===== config.mk =====
export PLATFORM = sky130hd
export DESIGN_NAME = mod_counter_core
export DESIGN_NICKNAME = d
export VERILOG_FILES = /design/src/rtl/mod_counter_pkg.sv /design/src/rtl/mod_counter_step.sv /design/src/rtl/mod_counter_core.sv
export SDC_FILE = /design/constraint.sdc
export NUM_CORES = 1
export LEC_CHECK = 0
export CAP_MARGIN = 25
export CORE_MARGIN = 8
export CORE_UTILIZATION = 50
export CTS_CLUSTER_SIZE = 30
export DETAILED_ROUTE_END_ITERATION = 6
export GPL_ROUTABILITY_DRIVEN = 0
export PLACE_DENSITY = 0.82
export SYNTH_ARGS = -nofsm -noshare
export SYNTH_HDL_FRONTEND = slang
export SYNTH_SLANG_ARGS = --single-unit

===== constraint.sdc =====
create_clock -name clock -period 3.95 [get_ports clock]
set_input_delay 0.79 -clock clock [delete_from_list [all_inputs] [get_ports clock]]
set_output_delay 0.79 -clock clock [all_outputs]
set_load 0.1 [all_outputs]

===== src/rtl/mod_counter_pkg.sv =====
// Shared types and defaults for the modulo up/down counter.
// The MOD_COUNTER_STICKY_ERR_EN build option selects a sticky load_err
// flag in mod_counter_core. This package does not depend on that option.
package mod_counter_pkg;

    localparam int MOD_DEFAULT   = 14;
    localparam int WIDTH_DEFAULT = 4;

    typedef enum logic {
        MODE_DOWN = 1'b0,
        MODE_UP   = 1'b1
    } mode_e;

    typedef logic [WIDTH_DEFAULT-1:0] count_t;

    // Next free-running value of a default-sized counter.
    // An out-of-range current value recovers to 0.
    function automatic count_t next_count(count_t cur, mode_e m);
        count_t last;
        last = count_t'(MOD_DEFAULT - 1);
        if (cur > last) begin
            return '0;
        end
        if (m == MODE_UP) begin
            return (cur == last) ? '0 : cur + count_t'(1);
        end
        return (cur == '0) ? last : cur - count_t'(1);
    endfunction

endpackage


===== src/rtl/mod_counter_step.sv =====
// Combinational next-state unit for mod_counter_core.
// It computes the next count, a wrap flag and a range-error flag.
// The arithmetic is carried in WIDTH+1 bits, so MOD = 2**WIDTH compares
// correctly and increments are never silently truncated.
module mod_counter_step
    import mod_counter_pkg::*;
#(
    parameter int MOD   = MOD_DEFAULT,
    parameter int WIDTH = WIDTH_DEFAULT
) (
    input  logic [WIDTH-1:0] cur_i,
    input  logic             load_i,
    input  logic             mode_i,
    input  logic [WIDTH-1:0] count_in_i,
    output logic [WIDTH-1:0] next_o,
    output logic             wrap_o,
    output logic             range_err_o
);

    localparam logic [WIDTH:0] MOD_W  = (WIDTH+1)'(MOD);
    localparam logic [WIDTH:0] LAST_W = (WIDTH+1)'(MOD - 1);
    localparam logic [WIDTH:0] ONE_W  = (WIDTH+1)'(1);

    logic [WIDTH:0] cur_w;
    logic [WIDTH:0] in_w;
    logic [WIDTH:0] next_w;
    logic           wrap;
    logic           err;
    mode_e          dir;

    assign cur_w = {1'b0, cur_i};
    assign in_w  = {1'b0, count_in_i};
    assign dir   = mode_e'(mode_i);

    // Priority: load, then corrupted-state recovery, then count in the selected direction.
    always_comb begin
        next_w = '0;
        wrap   = 1'b0;
        err    = 1'b0;
        if (load_i) begin
            if (in_w >= MOD_W) begin
                next_w = LAST_W;
                err    = 1'b1;
            end else begin
                next_w = in_w;
            end
        end else if (cur_w >= MOD_W) begin
            next_w = '0;
            err    = 1'b1;
        end else if (dir == MODE_UP) begin
            if (cur_w == LAST_W) begin
                next_w = '0;
                wrap   = 1'b1;
            end else begin
                next_w = cur_w + ONE_W;
            end
        end else begin
            if (cur_w == '0) begin
                next_w = LAST_W;
                wrap   = 1'b1;
            end else begin
                next_w = cur_w - ONE_W;
            end
        end
    end

    assign next_o      = next_w[WIDTH-1:0];
    assign wrap_o      = wrap;
    // The extra carry bit of next_w should always be clear.
    // If it is ever set, the value is outside the count range, so it is reported as an error.
    assign range_err_o = err | next_w[WIDTH];

endmodule


===== src/rtl/mod_counter_core.sv =====
// Modulo-MOD up/down counter with parallel load. It also provides
// load range checking, a terminal-count pulse and a saturating wrap-event
// counter. All registers are here; mod_counter_step supplies the next state.
// Build option: define MOD_COUNTER_STICKY_ERR_EN to make load_err hold
// until reset. By default load_err is a single-cycle pulse.
module mod_counter_core
    import mod_counter_pkg::*;
#(
    parameter int MOD   = MOD_DEFAULT,
    parameter int WIDTH = WIDTH_DEFAULT,
    parameter int WRAPW = 8
) (
    input  logic             clock,
    input  logic             reset,
    input  logic             load,
    input  logic             mode,
    input  logic [WIDTH-1:0] count_in,
    output logic [WIDTH-1:0] count_out,
    output logic             tc,
    output logic             load_err,
    output logic [WRAPW-1:0] wrap_cnt
);

    localparam logic [WRAPW-1:0] WRAP_ONE = WRAPW'(1);

    logic [WIDTH-1:0] count_q, count_d;
    logic             tc_q, tc_d;
    logic             err_q, err_d;
    logic [WRAPW-1:0] wrap_q, wrap_d;

    logic [WIDTH-1:0] step_next;
    logic             step_wrap;
    logic             step_err;

    mod_counter_step #(
        .MOD   (MOD),
        .WIDTH (WIDTH)
    ) u_step (
        .cur_i       (count_q),
        .load_i      (load),
        .mode_i      (mode),
        .count_in_i  (count_in),
        .next_o      (step_next),
        .wrap_o      (step_wrap),
        .range_err_o (step_err)
    );

    // Next-state selection: tc follows the wrap, and wrap_cnt saturates at all ones.
    always_comb begin
        count_d = step_next;
        tc_d    = step_wrap;
        wrap_d  = wrap_q;
        if (step_wrap && (wrap_q != '1)) begin
            wrap_d = wrap_q + WRAP_ONE;
        end
`ifdef MOD_COUNTER_STICKY_ERR_EN
        err_d = err_q | step_err;
`else
        err_d = step_err;
`endif
    end

    // State registers. Asserting reset clears them at once and discards any pending load.
    always_ff @(posedge clock or negedge reset) begin
        if (!reset) begin
            count_q <= '0;
            tc_q    <= 1'b0;
            err_q   <= 1'b0;
            wrap_q  <= '0;
        end else begin
            count_q <= count_d;
            tc_q    <= tc_d;
            err_q   <= err_d;
            wrap_q  <= wrap_d;
        end
    end

    assign count_out = count_q;
    assign tc        = tc_q;
    assign load_err  = err_q;
    assign wrap_cnt  = wrap_q;

endmodule


# Word level (Yosys, flattened, before mapping)
# Index checks and enable logic that the tools add are counted.
# W data, S select, Z words.
[word_totals]
regBits = 14
in_bits = 8
out_inout_bits = 14
[op_classes]
addsub = 3
order_cmp = 2
eq_ne = 2
mux = 14
n_bitwise = 1
n_reduce_logical = 2
[op_table]
columns = ["operator", "n"]
rows = [
  ["$mux W5", 5],
  ["$add A8 B1 Y8 const B", 1],
  ["$ge A4 B4 Y1 const B", 2],
  ["$mux W1", 8],
  ["$ne A8 B8 Y1 const B", 1],
  ["$add A4 B1 Y5 const B", 1],
  ["$logic_not A5 Y1", 1],
  ["$sub A4 B1 Y5 const B", 1],
  ["$eq A4 B4 Y1 const B", 1],
  ["$mux W4", 1],
  ["$logic_and A1 B1 Y1", 1],
  ["$or A1 B1 Y1", 1],
]

# Longest topological paths before layout
[depth]
word_depth = 6
ltp_mapped = 5
mapped_depth_nobuf = 5

# Modules after synthesis
# From an unflattened synthesis, not the netlist that was laid out.
[hier_totals]
cells_unflattened = 89
area_unflattened_um2 = 844.6
[modules_own_cells]
columns = ["module", "instances", "cells_per_inst", "area_per_inst_um2"]
rows = [
  ["mod_counter_core", 1, 41, 543.0],
  ["mod_counter_step", 1, 48, 301.5],
]

# Least setup slack after synthesis
# Ideal clock, no wire load.
[synth_path]
kind = "register to register"
startpoint = "register count_q[3] (netlist: count_out[3])"
endpoint = "register wrap_q[1] (netlist: wrap_cnt[1])"
setup_time_ns = 0.126
arrival_time_ns = 2.373
setup_slack_ns = 1.451
path_stages_with_launch = 6
n_path_buf = 1
period_less_slack_ns = 2.499
path_cell_list = "dfrtp_1 > clkbuf_1 > nand4_1 > a211oi_4 > o21a_2 > mux2_2"
[synth_via]
elab_chain_len = 6
word_cells_on_any_way = 9
classes_between = "order compare (1); eq/ne (1); mux (5); reduce/logical (2)"
[synth_rtl]
columns = ["item", "line_no", "source"]
rows = [
  ["start: declaration", "mod_counter_core.sv:26", "logic [WIDTH-1:0] count_q, count_d;"],
  ["start signal: assignment", "mod_counter_core.sv:71", "count_q <= count_d;"],
  ["$eq A4 B4 Y1 / $logic_not A5 Y1 (equally long branches)", "mod_counter_step.sv:51, mod_counter_step.sv:58", ""],
  ["$mux W1 (on tied branches)", "mod_counter_step.sv:51, mod_counter_step.sv:58", ""],
  ["$mux W1", "mod_counter_step.sv:50", "end else if (dir == MODE_UP) begin"],
  ["$mux W1 (*)", "mod_counter_step.sv:47", "end else if (cur_w >= MOD_W) begin"],
  ["$mux W1 (*)", "mod_counter_step.sv:40", "if (load_i) begin"],
  ["named net step_wrap", "mod_counter_core.sv:32", "logic step_wrap;"],
  ["$logic_and A1 B1 Y1 (*)", "mod_counter_core.sv:53", "if (step_wrap && (wrap_q != '1)) begin"],
  ["end signal: assignment", "mod_counter_core.sv:74", "wrap_q <= wrap_d;"],
  ["end: declaration", "mod_counter_core.sv:29", "logic [WRAPW-1:0] wrap_q, wrap_d;"],
]
# Mark *: on every way through the listed nets, which the timed path passes. The rest lies on a longest branch.
# A chain may end at the register's enable or synchronous reset.

# Worst setup path after layout
[layout_path]
startpoint = "register count_q[0] (netlist: count_out[0])"
endpoint = "output port count_out[0]"
[layout_lines]
columns = ["item", "line_no", "source"]
rows = [
  ["end: declaration", "mod_counter_core.sv:18", "output logic [WIDTH-1:0] count_out,"],
]
# No word-level cell between the ends.

==> flow_metrics.py <==
metrics = {
    "critical_path": {
        "worstPathRequired_ns": 3.16,
        "reg2reg_slack_ns": 1.69,
        "crit_path_end_kind": "output pin",
        "startpoint_type": "register",
        "crit_buf_inv": 1,
        "slowest_stage": "clkdlybuf4s50_1",
        "rr_worst_depth": 4,
        "critPathKind": "reg -> out",
        "r2r_start": "count_out[0]$_DFF_PN0_",
        "r2r-end": "wrap_cnt[1]$_DFFE_PN0P_",
        "crit_family": "buffers and inverters",
        "path_max_fanout": 14,
        "slowest_delay_ns": 1.22,
        "cp.arrival_ns": 2.11,
        "crit_chain": "clkdlybuf4s50_1",
    },
    "floorplan": {
        "die_w_um": 56.7,
        "fp.dieH_um": 56.7,
        "ios": 22,
        "dieArea_sq_um": 3210,
        "rows": 14,
        "core_area_sq_um": 1520,
        "initial_core_util_pct": 54.3,
    },
    "drt": {
        "wl_per_cell_um": 14.6,
        "ant_nets": 0,
        "met3_length_um": 105,
        "wirelength_mm": 1.85,
        "dr.max_layer_used": "met4",
        "wl_met2_um": 914,
        "dr.pass1.iters": 4,
        "wl_met1_um": 804,
        "via_count": 766,
        "drc_errors": 0,
        "drt_iter0_markers": 14,
        "vias_per_cell": 6.03,
    },
    "synthesis": {
        "async_flop_share_pct": 100,
        "synth_nets": 101,
        "yosys_warnings": 0,
        "synth_edf_count": 0,
        "syn_area_per_cell_sq_um": 8.99,
        "syn_area_sq_um": 827,
        "yosysUniqueCellTypes": 32,
        "synthFlopType": "dfrtp_1",
        "yosysTopAreaCell": "dfrtp_1",
        "synth_area_leaders": "dfrtp_1 (42%), nand2_1 (5.0%), a21oi_1 (4.8%), a31oi_1 (3.0%), nand4_1 (3.0%)",
        "synth_seq_cells": 14,
        "yosysSeqAreaShare_pct": 42.4,
        "synth_top_area_share_pct": 42.4,
        "syn_inst": 92,
    },
    "placement": {
        "dpl_worst_slack_ns": 0.939,
        "detailed_place_hpwl_mm": 1.37,
        "io_buffers": 21,
    },
    "final_layout": {
        "layout_commonest_cell": "clkdlybuf4s50_1",
        "layout-drive-gt1-share_pct": 9.01,
        "num-nets-final": 121,
        "syn2layout_area_growth_pct": 29.5,
        "register_area_sq_um": 350,
        "fillerInstances": 123,
        "multi_input_area_sq_um": 447,
        "antenna_cells": 0,
        "final_cell_mix": "clkdlybuf4s50_1 (21), dfrtp_1 (14), nand2_1 (11), a21oi_1 (8)",
    },
    "power_and_ir_drop": {
        "p_per_area_nw_per_um2": 558,
        "p_leak_nw": 0.430,
        "irDropWorstVdd_uv": 465,
    },
    "clock_tree": {
        "h-tree-depth": 1,
        "cts_buffers": 3,
        "cts-root-buf": "clkbuf_4",
        "cts.sinks": 14,
        "cts_repair_resize_count": 0,
        "insertion_delay_ns": 0.27,
        "hold_buffers": 0,
        "postCtsSetupBuffers": 0,
        "cts_tree": "done",
        "clk_pin_slew_worst_paths_ns": 0.08,
        "cts_max_path_buffers": 2,
    },
    "status": {
        "outcome": "complete, no violations",
    },
    "worst_hold_path": {
        "hold_path.class": "reg -> reg",
        "worstHoldEndpoint": "wrap_cnt[5]$_DFFE_PN0P_",
        "worstHoldStart": "wrap_cnt[5]$_DFFE_PN0P_",
        "min_delay_path_depth": 1,
    },
    "sta": {
        "rsz0062_at_grt": "false",
        "finalHoldViolCount": 0,
        "min_period_over_period_pct": 73.3,
        "setup_viol": 0,
        "slew_viol_final": 0,
        "fmax_ghz": 0.345,
        "layout_setup_ws_ns": 1.05,
        "fin_crit_ns": 2.90,
        "max_slew.worst_pin.slew_ns": 0.997,
        "max_slew_margin_pct": 33.3,
        "skew_ns": 0.000879,
        "tns_ns": 0,
    },
    "grt": {
        "gr-usage-all-layers_pct": 11.0,
        "globalRouteOverflowTotal": 0,
        "antenna_found_initial": 0,
        "grt_pass1_vias": 659,
        "grt_pass1_wl_mm": 2.93,
        "grt_max_degree": 17,
    },
    "flow_run": {
        "drv_cap": 0,
    },
}
[per-stage QoR]
step,std cells,hold slack (ns),instance area (sq um),utilization (%),power (W)
4_1_cts,127,0.568,1070,70.3,0.000603
5_1_grt,127,0.599,1070,70.3,0.000624
3_5_place_dp,123,0.553,1030,67.9,0.000498
2_1_floorplan,92,0.494,827,-,0.000426
3_3_place_gp,123,0.538,1030,67.9,0.000494
6_report,127,0.567,1070,70.3,0.000598
[synthesized netlist by cell type, drive strengths merged, types with 2 or more instances]
master	instances
dfrtp	14
nand2	11
a21oi	8
clkbuf	5
nor2	5
o21ai	5
a31oi	4
nand3	4
nand4	4
nor2b	4
mux2	3
and3	2
inv	2
nor3	2
or3b	2
xnor2	2
[cells by family (layout without fill, tap and decap cells)]
group | count (synthesis) | in the layout | share of synthesized area, %
multiplexers | 3 | 3 | 4.08
XOR/XNOR | 3 | 3 | 3.18
adder cells (fa/ha/maj) | 2 | 2 | 2.72
AND/OR/NAND/NOR | 38 | 38 | 24.4
flip-flops | 14 | 14 | 42.4
buffers and inverters | 8 | 27 | 3.63
AO/OA/AOI/OAI | 24 | 24 | 19.7
[worst max path at each step]
stage                            from                 endpoint  slack (ns)  depth (start not counted)
2_1_floorplan  count_out[3]$_DFF_PN0_  wrap_cnt[1]$_DFFE_PN0P_        1.45                          5
3_3_place_gp                     mode  wrap_cnt[1]$_DFFE_PN0P_         1.0                          5
3_5_place_dp                     mode  wrap_cnt[1]$_DFFE_PN0P_        0.94                          5
4_1_cts        count_out[1]$_DFF_PN0_             count_out[1]        1.03                          1
5_1_grt        count_out[1]$_DFF_PN0_             count_out[1]        0.97                          1
6_report       count_out[0]$_DFF_PN0_             count_out[0]        1.05                          1
[state kept, by name, summed over array words and instances, names as in the netlist]
signal     flops
wrap_cnt       8
load_err       1
tc             1
count_out      4
[worst register-to-register path, delay by kind of cell, from the launching register on]
family             cells  cell delay (ns)
AOI/OAI and AO/OA      2             0.67
muxes                  1             0.34
DFF                    1             0.54
and+or+nand+nor        1             0.61
[routing by layer]
metal,global-route usage (%),vias up
met3,2.47,2
met5,0,-
met2,17.9,27
met1,12.9,363
li1,-,374
met4,6.53,0
[final cells by class]
class                   instances  area share (%)
repair buffers                 21            19.6
multi-input cells              70            41.7
well taps                      16            1.87
flip-flops and latches         14            32.7
inverters                       2           0.701
clock buffers                   4            3.39
[power breakdown]
group / switching [W] / total [W] / leakage [nW] / internal, W
Combinational: 0.000210 / 0.000288 / 0.227 / 0.0000783
Sequential: 0.0000437 / 0.000208 / 0.182 / 0.000165
Clock: 0.0000452 / 0.000101 / 0.0210 / 0.0000560
Power figures use the tool's default switching activity.
